## config.mk

```make
export PLATFORM = sky130hd
export DESIGN_NAME = uart_rx_core
export DESIGN_NICKNAME = d
export VERILOG_FILES = /design/src/rtl/uart_rx_core.sv
export SDC_FILE = /design/constraint.sdc
export NUM_CORES = 1
export LEC_CHECK = 0
export BUFFER_PORTS_ARGS = -buffer_cell sky130_fd_sc_hd__buf_2
export CELL_PAD_IN_SITES_DETAIL_PLACEMENT = 1
export CELL_PAD_IN_SITES_GLOBAL_PLACEMENT = 1
export CORE_MARGIN = 1.5
export CORE_UTILIZATION = 45
export CTS_CLUSTER_DIAMETER = 60
export DETAILED_ROUTE_END_ITERATION = 8
export PLACE_DENSITY = 0.78
export SLEW_MARGIN = 10
export SYNTH_ARGS = -nofsm -noshare
export SYNTH_HDL_FRONTEND = slang
export SYNTH_SLANG_ARGS = --single-unit
```

## constraint.sdc

```tcl
create_clock -name clk -period 2.8 [get_ports clk]
set_input_delay 0.56 -clock clk [delete_from_list [all_inputs] [get_ports clk]]
set_output_delay 0.56 -clock clk [all_outputs]
set_load 0.02 [all_outputs]
```

## src/rtl/uart_rx_core.sv

```systemverilog
// uart_rx_core
// Oversampling 8N1 UART receiver. An internal divide-by-CLK_DIV tick
// generator gives 16 ticks per bit. Each bit is sampled at mid-bit, and the
// sampling phase locks to the falling edge of the start bit.
//
// Ports
//   clk        system clock, rising edge
//   rst        synchronous active-high reset
//   rx         asynchronous serial input, idle high
//   data       last good byte, LSB first on the line
//   valid      one-cycle pulse when data is updated
//   frame_err  one-cycle pulse on a bad stop bit (or a bad parity bit)
//   busy       high whenever the receiver is not idle
//
// Optional feature: define UART_RX_PARITY_EN to add an even-parity bit
// between the data bits and the stop bit.
//
// state    | meaning
// ---------+---------------------------------------------------------
// S_IDLE   | line idle, waiting for rx_s low
// S_START  | start bit seen, re-checked at tick 8
// S_DATA   | shifting in 8 data bits at ticks 24 + 16n
// S_PARITY | checking the parity bit at tick 152 (parity build only)
// S_STOP   | checking the stop bit at tick 152 (168 with parity)
module uart_rx_core #(
    parameter int unsigned CLK_DIV = 325
) (
    input  logic       clk,
    input  logic       rst,
    input  logic       rx,
    output logic [7:0] data,
    output logic       valid,
    output logic       frame_err,
    output logic       busy
);

    typedef enum logic [2:0] {
        S_IDLE,
        S_START,
        S_DATA,
        S_PARITY,
        S_STOP
    } state_t;

    localparam logic [15:0] DIV_LAST       = 16'(CLK_DIV - 1);
    localparam logic [7:0]  START_TICK     = 8'd8;
    localparam logic [7:0]  LAST_DATA_TICK = 8'd136;
`ifdef UART_RX_PARITY_EN
    localparam logic [7:0]  PARITY_TICK    = 8'd152;
    localparam logic [7:0]  STOP_TICK      = 8'd168;
`else
    localparam logic [7:0]  STOP_TICK      = 8'd152;
`endif

    logic        rx_meta_q, rx_s_q;
    state_t      state_q, state_d;
    logic [15:0] div_cnt_q, div_cnt_d;
    logic [7:0]  tick_cnt_q, tick_cnt_d;
    logic [7:0]  shift_q, shift_d;
    logic [7:0]  data_q, data_d;
    logic        valid_q, valid_d;
    logic        ferr_q, ferr_d;
    logic        busy_q, busy_d;
`ifdef UART_RX_PARITY_EN
    logic        par_err_q, par_err_d;
`endif

    logic        tick;
    logic [7:0]  tick_num;
    logic        frame_ok;

    assign tick     = (div_cnt_q == DIV_LAST);
    // Number of the tick currently being acted on, counted from START entry.
    assign tick_num = tick_cnt_q + 8'd1;

`ifdef UART_RX_PARITY_EN
    assign frame_ok = rx_s_q && !par_err_q;
`else
    assign frame_ok = rx_s_q;
`endif

    always_comb begin
        state_d    = state_q;
        div_cnt_d  = tick ? 16'd0 : div_cnt_q + 16'd1;
        tick_cnt_d = tick_cnt_q;
        shift_d    = shift_q;
        data_d     = data_q;
        valid_d    = 1'b0;
        ferr_d     = 1'b0;
`ifdef UART_RX_PARITY_EN
        par_err_d  = par_err_q;
`endif

        if (state_q != S_IDLE && tick) begin
            tick_cnt_d = tick_num;
        end

        case (state_q)
            S_IDLE: begin
                if (!rx_s_q) begin
                    // Restart both counters so sampling is phase-locked to the start edge.
                    state_d    = S_START;
                    div_cnt_d  = 16'd0;
                    tick_cnt_d = 8'd0;
                end
            end
            S_START: begin
                if (tick && tick_num == START_TICK) begin
                    state_d = rx_s_q ? S_IDLE : S_DATA;
                end
            end
            S_DATA: begin
                // Data sample ticks 24, 40, ... 136 all have a low nibble of 8.
                if (tick && tick_num[3:0] == 4'd8) begin
                    shift_d = {rx_s_q, shift_q[7:1]};
                    if (tick_num == LAST_DATA_TICK) begin
`ifdef UART_RX_PARITY_EN
                        state_d = S_PARITY;
`else
                        state_d = S_STOP;
`endif
                    end
                end
            end
`ifdef UART_RX_PARITY_EN
            S_PARITY: begin
                if (tick && tick_num == PARITY_TICK) begin
                    par_err_d = ^{shift_q, rx_s_q};
                    state_d   = S_STOP;
                end
            end
`endif
            S_STOP: begin
                // Leaving here at mid-stop-bit lets a zero-gap start bit be caught.
                if (tick && tick_num == STOP_TICK) begin
                    state_d = S_IDLE;
                    if (frame_ok) begin
                        data_d  = shift_q;
                        valid_d = 1'b1;
                    end else begin
                        ferr_d  = 1'b1;
                    end
                end
            end
            default: state_d = S_IDLE;
        endcase

        busy_d = (state_d != S_IDLE);
    end

    always_ff @(posedge clk) begin
        if (rst) begin
            rx_meta_q  <= 1'b1;
            rx_s_q     <= 1'b1;
            state_q    <= S_IDLE;
            div_cnt_q  <= 16'd0;
            tick_cnt_q <= 8'd0;
            shift_q    <= 8'd0;
            data_q     <= 8'd0;
            valid_q    <= 1'b0;
            ferr_q     <= 1'b0;
            busy_q     <= 1'b0;
`ifdef UART_RX_PARITY_EN
            par_err_q  <= 1'b0;
`endif
        end else begin
            rx_meta_q  <= rx;
            rx_s_q     <= rx_meta_q;
            state_q    <= state_d;
            div_cnt_q  <= div_cnt_d;
            tick_cnt_q <= tick_cnt_d;
            shift_q    <= shift_d;
            data_q     <= data_d;
            valid_q    <= valid_d;
            ferr_q     <= ferr_d;
            busy_q     <= busy_d;
`ifdef UART_RX_PARITY_EN
            par_err_q  <= par_err_d;
`endif
        end
    end

    assign data      = data_q;
    assign valid     = valid_q;
    assign frame_err = ferr_q;
    assign busy      = busy_q;

endmodule

```

# After elaboration in Yosys (flattened, before gate mapping)
# Index checks and enable logic that the tools add are counted.
# word_totals
word_cells,47
ff_bits,48
# op_classes
n_addsub,2
bitwise_logic,2
reduce_logical,10
mux,15
n_eq_ne,8
# ops
operator,n
$mux 16,3
$mux 8,3
$add 16x1->16 const B,1
$eq 16x9->1 const B,1
$eq 8x8->1 const B,2
$mux 3,5
$pmux 3 s4,1
$add 8x1->8 const B,1
$eq 8x4->1 const B,1
$reduce_bool 3->1,2
$eq 4x4->1 const B,1
$logic_and 1x1->1,4
$eq 3x1->1 const B,1
$eq 3x2->1 const B,1
$eq 3x3->1 const B,1
$logic_not 3->1,1
$reduce_and 3->1,1
$reduce_or 3->1,1
$mux 1,2
$mux 2,1
$not 1->1,2
$reduce_and 2->1,1

# Depth between registers and ports, before layout
# depth
depth_word,6
mapped_depth,9
ltp_nobuf,8

# Least setup slack after synthesis
# Ideal clock, no wire load.
# synth_path
path_type,reg2reg
from,register div_cnt_q[0]
to,register busy_q (netlist: busy)
stages_incl_launch_ff,9
required_time_ps,2674
setup_slack_ps,777
period_less_slack_ps,2023
setup_ps,126
n_path_buf,0
t_arrival_ps,1897
path_cell_list,dfxtp_1 > inv_1 > ha_1 > nor3b_1 > nand4_2 > or3_1 > nor4b_2 > a2111oi_2 > o21bai_1
# synth_between
elab_chain_cells,5
# synth_lines
item,line_no,source
start: declaration,57,"logic [15:0] div_cnt_q, div_cnt_d;"
start signal: assignment,170,div_cnt_q <= div_cnt_d;
$eq 16x9->1 (*),72,assign tick = (div_cnt_q == DIV_LAST);
$logic_and 1x1->1 (on tied branches),"135, 108, 114",
$mux 3 (on tied branches),"135, 108, 114",
$pmux 3 s4 (*),98,case (state_q)
$reduce_bool 3->1 (*),148,busy_d = (state_d != S_IDLE);
end signal: assignment,176,busy_q <= busy_d;
end: declaration,63,"logic busy_q, busy_d;"
# Every way passes the cells marked *; elsewhere a longest branch is shown, timed or not.
# A chain may end at the register's enable or synchronous reset.

# Worst setup path in the final report
# layout_path
from,register tick_cnt_q[3]
to,register busy_q (netlist: busy)
# layout_between
elab_chain_cells,6
# layout_lines
item,line_no,source
start: declaration,58,"logic [7:0] tick_cnt_q, tick_cnt_d;"
start signal: assignment,171,tick_cnt_q <= tick_cnt_d;
$add 8x1->8 (*),74,assign tick_num = tick_cnt_q + 8'd1;
"$eq 8x8->1, or another cell as far along",116,if (tick_num == LAST_DATA_TICK) begin
"$mux 3, or another cell as far along",116,
$mux 3 (on tied branches),"114, 108, 135",
$pmux 3 s4 (*),98,
$reduce_bool 3->1 (*),148,
# Marks and branches as above.

==> qor.txt <==
Status: completed
Clk sinks: 48
Die Y: 72.20 um
Switch share: 0.2373
Combinational power share: 0.034
Min-Delay Path Class: reg2reg
Final-report max-slew violation count: 0
Final Net Count: 252
Synthesized area per cell: 9.287 um2
Vias per std cell: 5.522
Die area: 0.005212 mm2
Slew HR: 0.6715
Routed Antenna Nets: 0
Post-Route WL: 4347 um
R2r endpoint: busy$_SDFF_PP0_
Clk_skew: 0.004926 ns
Hold Buf Count CTS: 0
Hold Slack: 0.4174 ns
H-Tree Depth: 2
Layout cells sized above 1: 0.1498
Setup TNS: 0 ns
DRT iter0 DRCs: 75
Die X: 72.20 um
Internal: 879.2 uW
Min-delay src: rx_meta_q$_SDFF_PP1_
Max IR drop VDD: 0.0002725 V
Most common cell after layout, fill and taps aside: dfxtp_1
Placed cell area: 0.002263 mm2
IO Port Bufs: 13
Final hold vios: 0
TritonCTS clock tree: yes
Total CTS buffers: 5
Fin crit share: 0.8089
Initial antenna violation count: 0
Cell Pwr Density: 489.3 mW/mm2
Worst hold stages: 1
FF-to-FF Start: tick_cnt_q[3]$_SDFF_PP0_
Syn nets: 238
Post-synth EDFFs: 0
Synth Instances: 232
Via Count: 1,651
CP Data Arrival Time: 2.45 ns
WP data required: 2.98 ns
Worst-path fanout max: 8
First-pass GRT wire length: 7645 um
RSZ-0062 raised after global routing: no
Postcts setup bufs: 0
Async S/R FF share, synth: 0
Area taken by multi-input logic gates: 0.001127 mm2
Critical Path Sink Type: flip-flop
I/O Pins: 14
Drt pass-1 iters: 4
Pleak: 0.0009314 uW
Drt drc: 0
Clk_lat worst skew: 0.30 ns
Resized cells post-CTS: 0
Storage cell area: 960.9 um2
CTS Root Cell: clkbuf_8
Syn. warnings: 0
GRT overflow: 0
N_diodes: 0
Sw Pwr: 273.5 uW
Largest net degree at the start of global routing: 23
Achievable Freq: 441.5 MHz
FF-to-FF path depth: 6
Most frequent cells in the layout: dfxtp_1, nor2_1, mux2i_1
Vias in the first global route: 1,640
Ys flop type: dfxtp_1
Reg clk slew, reported paths: 0.09 ns
Synth Register Bits: 48
RePlAce Congestion: 0.8107
Clock Power Share: 0.364
Final instance area: 0.002356 mm2
Worst-Margin Slew: 0.4928 ns
Final setup violation count: 0
Synth cell types: 44
Core Area: 0.004474 mm2
Detailed placement HPWL: 3134 um
DR WL/cell: 14.54 um
Overall global routing resource usage: 0.1870
Starting Density: 0.4815
Fillers: 522
Area Overhead vs Synth: 9.350%
Mapped Area: 0.002155 mm2
Tmin final: 2.265 ns
Row count: 24
R2R Setup Slk: 0.53 ns
MaxCap Viol Count: 0
WS Path Type: reg2reg
Worst hold endpoint: frame_ok$_SDFF_PP1_
Register area share after synthesis: 0.4460
Clock Tree Buf Depth: 2
CP startpoint kind: flip-flop
Sequential share of power: 0.603
==> synth_stat cells, drive strengths merged, types with 4 or more instances <==
library cell,n,share of area
xnor2,8,0.033
and3,6,0.017
nand3,6,0.014
nor2,44,0.077
xor2,12,0.049
a21oi,6,0.014
or2,4,0.012
o21ai,6,0.014
nand2,15,0.026
buf,6,0.015
nor3,5,0.012
mux2i,16,0.074
or3,5,0.017
dfxtp,48,0.45
nor4b,5,0.026
inv,6,0.010
==> area by class of cell <==
type | instances | share of cell area
multi-input cells | 169 | 0.4785
clock buffers | 5 | 0.02921
inverters | 6 | 0.009559
well taps | 52 | 0.02762
clock inverters | 3 | 0.01009
flip-flops and latches | 48 | 0.4079
repair buffers | 16 | 0.03717
==> registers in the layout, summed over array words and instances, names as in the netlist, 3 cells and up <==
| register | flops |
|---|---|
| div_cnt_q | 16 |
| data | 8 |
| shift_q | 8 |
| tick_cnt_q | 8 |
| state_q | 3 |
==> power groups by stage <==
stage | logic (uW) | clock network, uW | registers [uW]
after CTS | 39.8 | 439 | 695
after floorplan | 26.0 | 0 | 710
after global routing | 43.6 | 464 | 696
after detailed placement | 39.2 | 0 | 711
final | 38.7 | 419 | 695
after global placement | 38.3 | 0 | 710
==> how the worst max path moves through the flow <==
| stage | to | startpoint | slack, ns |
|---|---|---|---|
| finish | busy$_SDFF_PP0_ | tick_cnt_q[3]$_SDFF_PP0_ | 0.53 |
| global route | busy$_SDFF_PP0_ | tick_cnt_q[3]$_SDFF_PP0_ | 0.36 |
| CTS | busy$_SDFF_PP0_ | div_cnt_q[0]$_SDFF_PP0_ | 0.52 |
| global placement | busy$_SDFF_PP0_ | div_cnt_q[0]$_SDFF_PP0_ | 0.63 |
| floorplan | busy$_SDFF_PP0_ | div_cnt_q[0]$_SDFF_PP0_ | 0.78 |
| detailed placement | busy$_SDFF_PP0_ | div_cnt_q[0]$_SDFF_PP0_ | 0.53 |
==> cells by family (layout without fill, tap and decap cells) <==
| logic type | Yosys count | after routing | share of synthesized area |
|---|---|---|---|
| and+or+nand+nor | 107 | 107 | 0.2700 |
| DFF | 48 | 48 | 0.4460 |
| AOI/OAI and AO/OA | 23 | 23 | 0.08015 |
| xor gates and xnor gates | 20 | 20 | 0.08130 |
| muxes | 16 | 16 | 0.07433 |
| buffers and inverters | 15 | 30 | 0.03078 |
| adders and majority gates | 3 | 3 | 0.01742 |
==> metrics by stage <==
step                  util  instances  setup slack, ns  total power [uW]
finish              0.5266        299           0.5350              1153
global route        0.5266        299           0.3604              1204
CTS                 0.5266        299           0.5230              1174
detailed placement  0.5059        291           0.5267             750.0
global placement    0.5059        291           0.6319             748.7
floorplan                -        232           0.7767             736.2
==> per-layer routing <==
| metal | part of all wire | vias to the layer above | track usage |
|---|---|---|---|
| met1 | 0.47 | 811 | 0.2411 |
| met2 | 0.49 | 17 | 0.3086 |
| met4 | 0.014 | 0 | 0.07128 |
| met5 | 0 | - | 0 |
| li1 | - | 816 | - |
| met3 | 0.028 | 7 | 0.03889 |
==> critical path, stage by stage (launching register included) <==
cell and delay, ns:
dfxtp_1 0.49, nand4_2 0.22, or3_4 0.43, a2111oi_4 0.37
nand2b_1 0.17, a221oi_1 0.36, o21bai_1 0.10
Power figures use the tool's default switching activity.
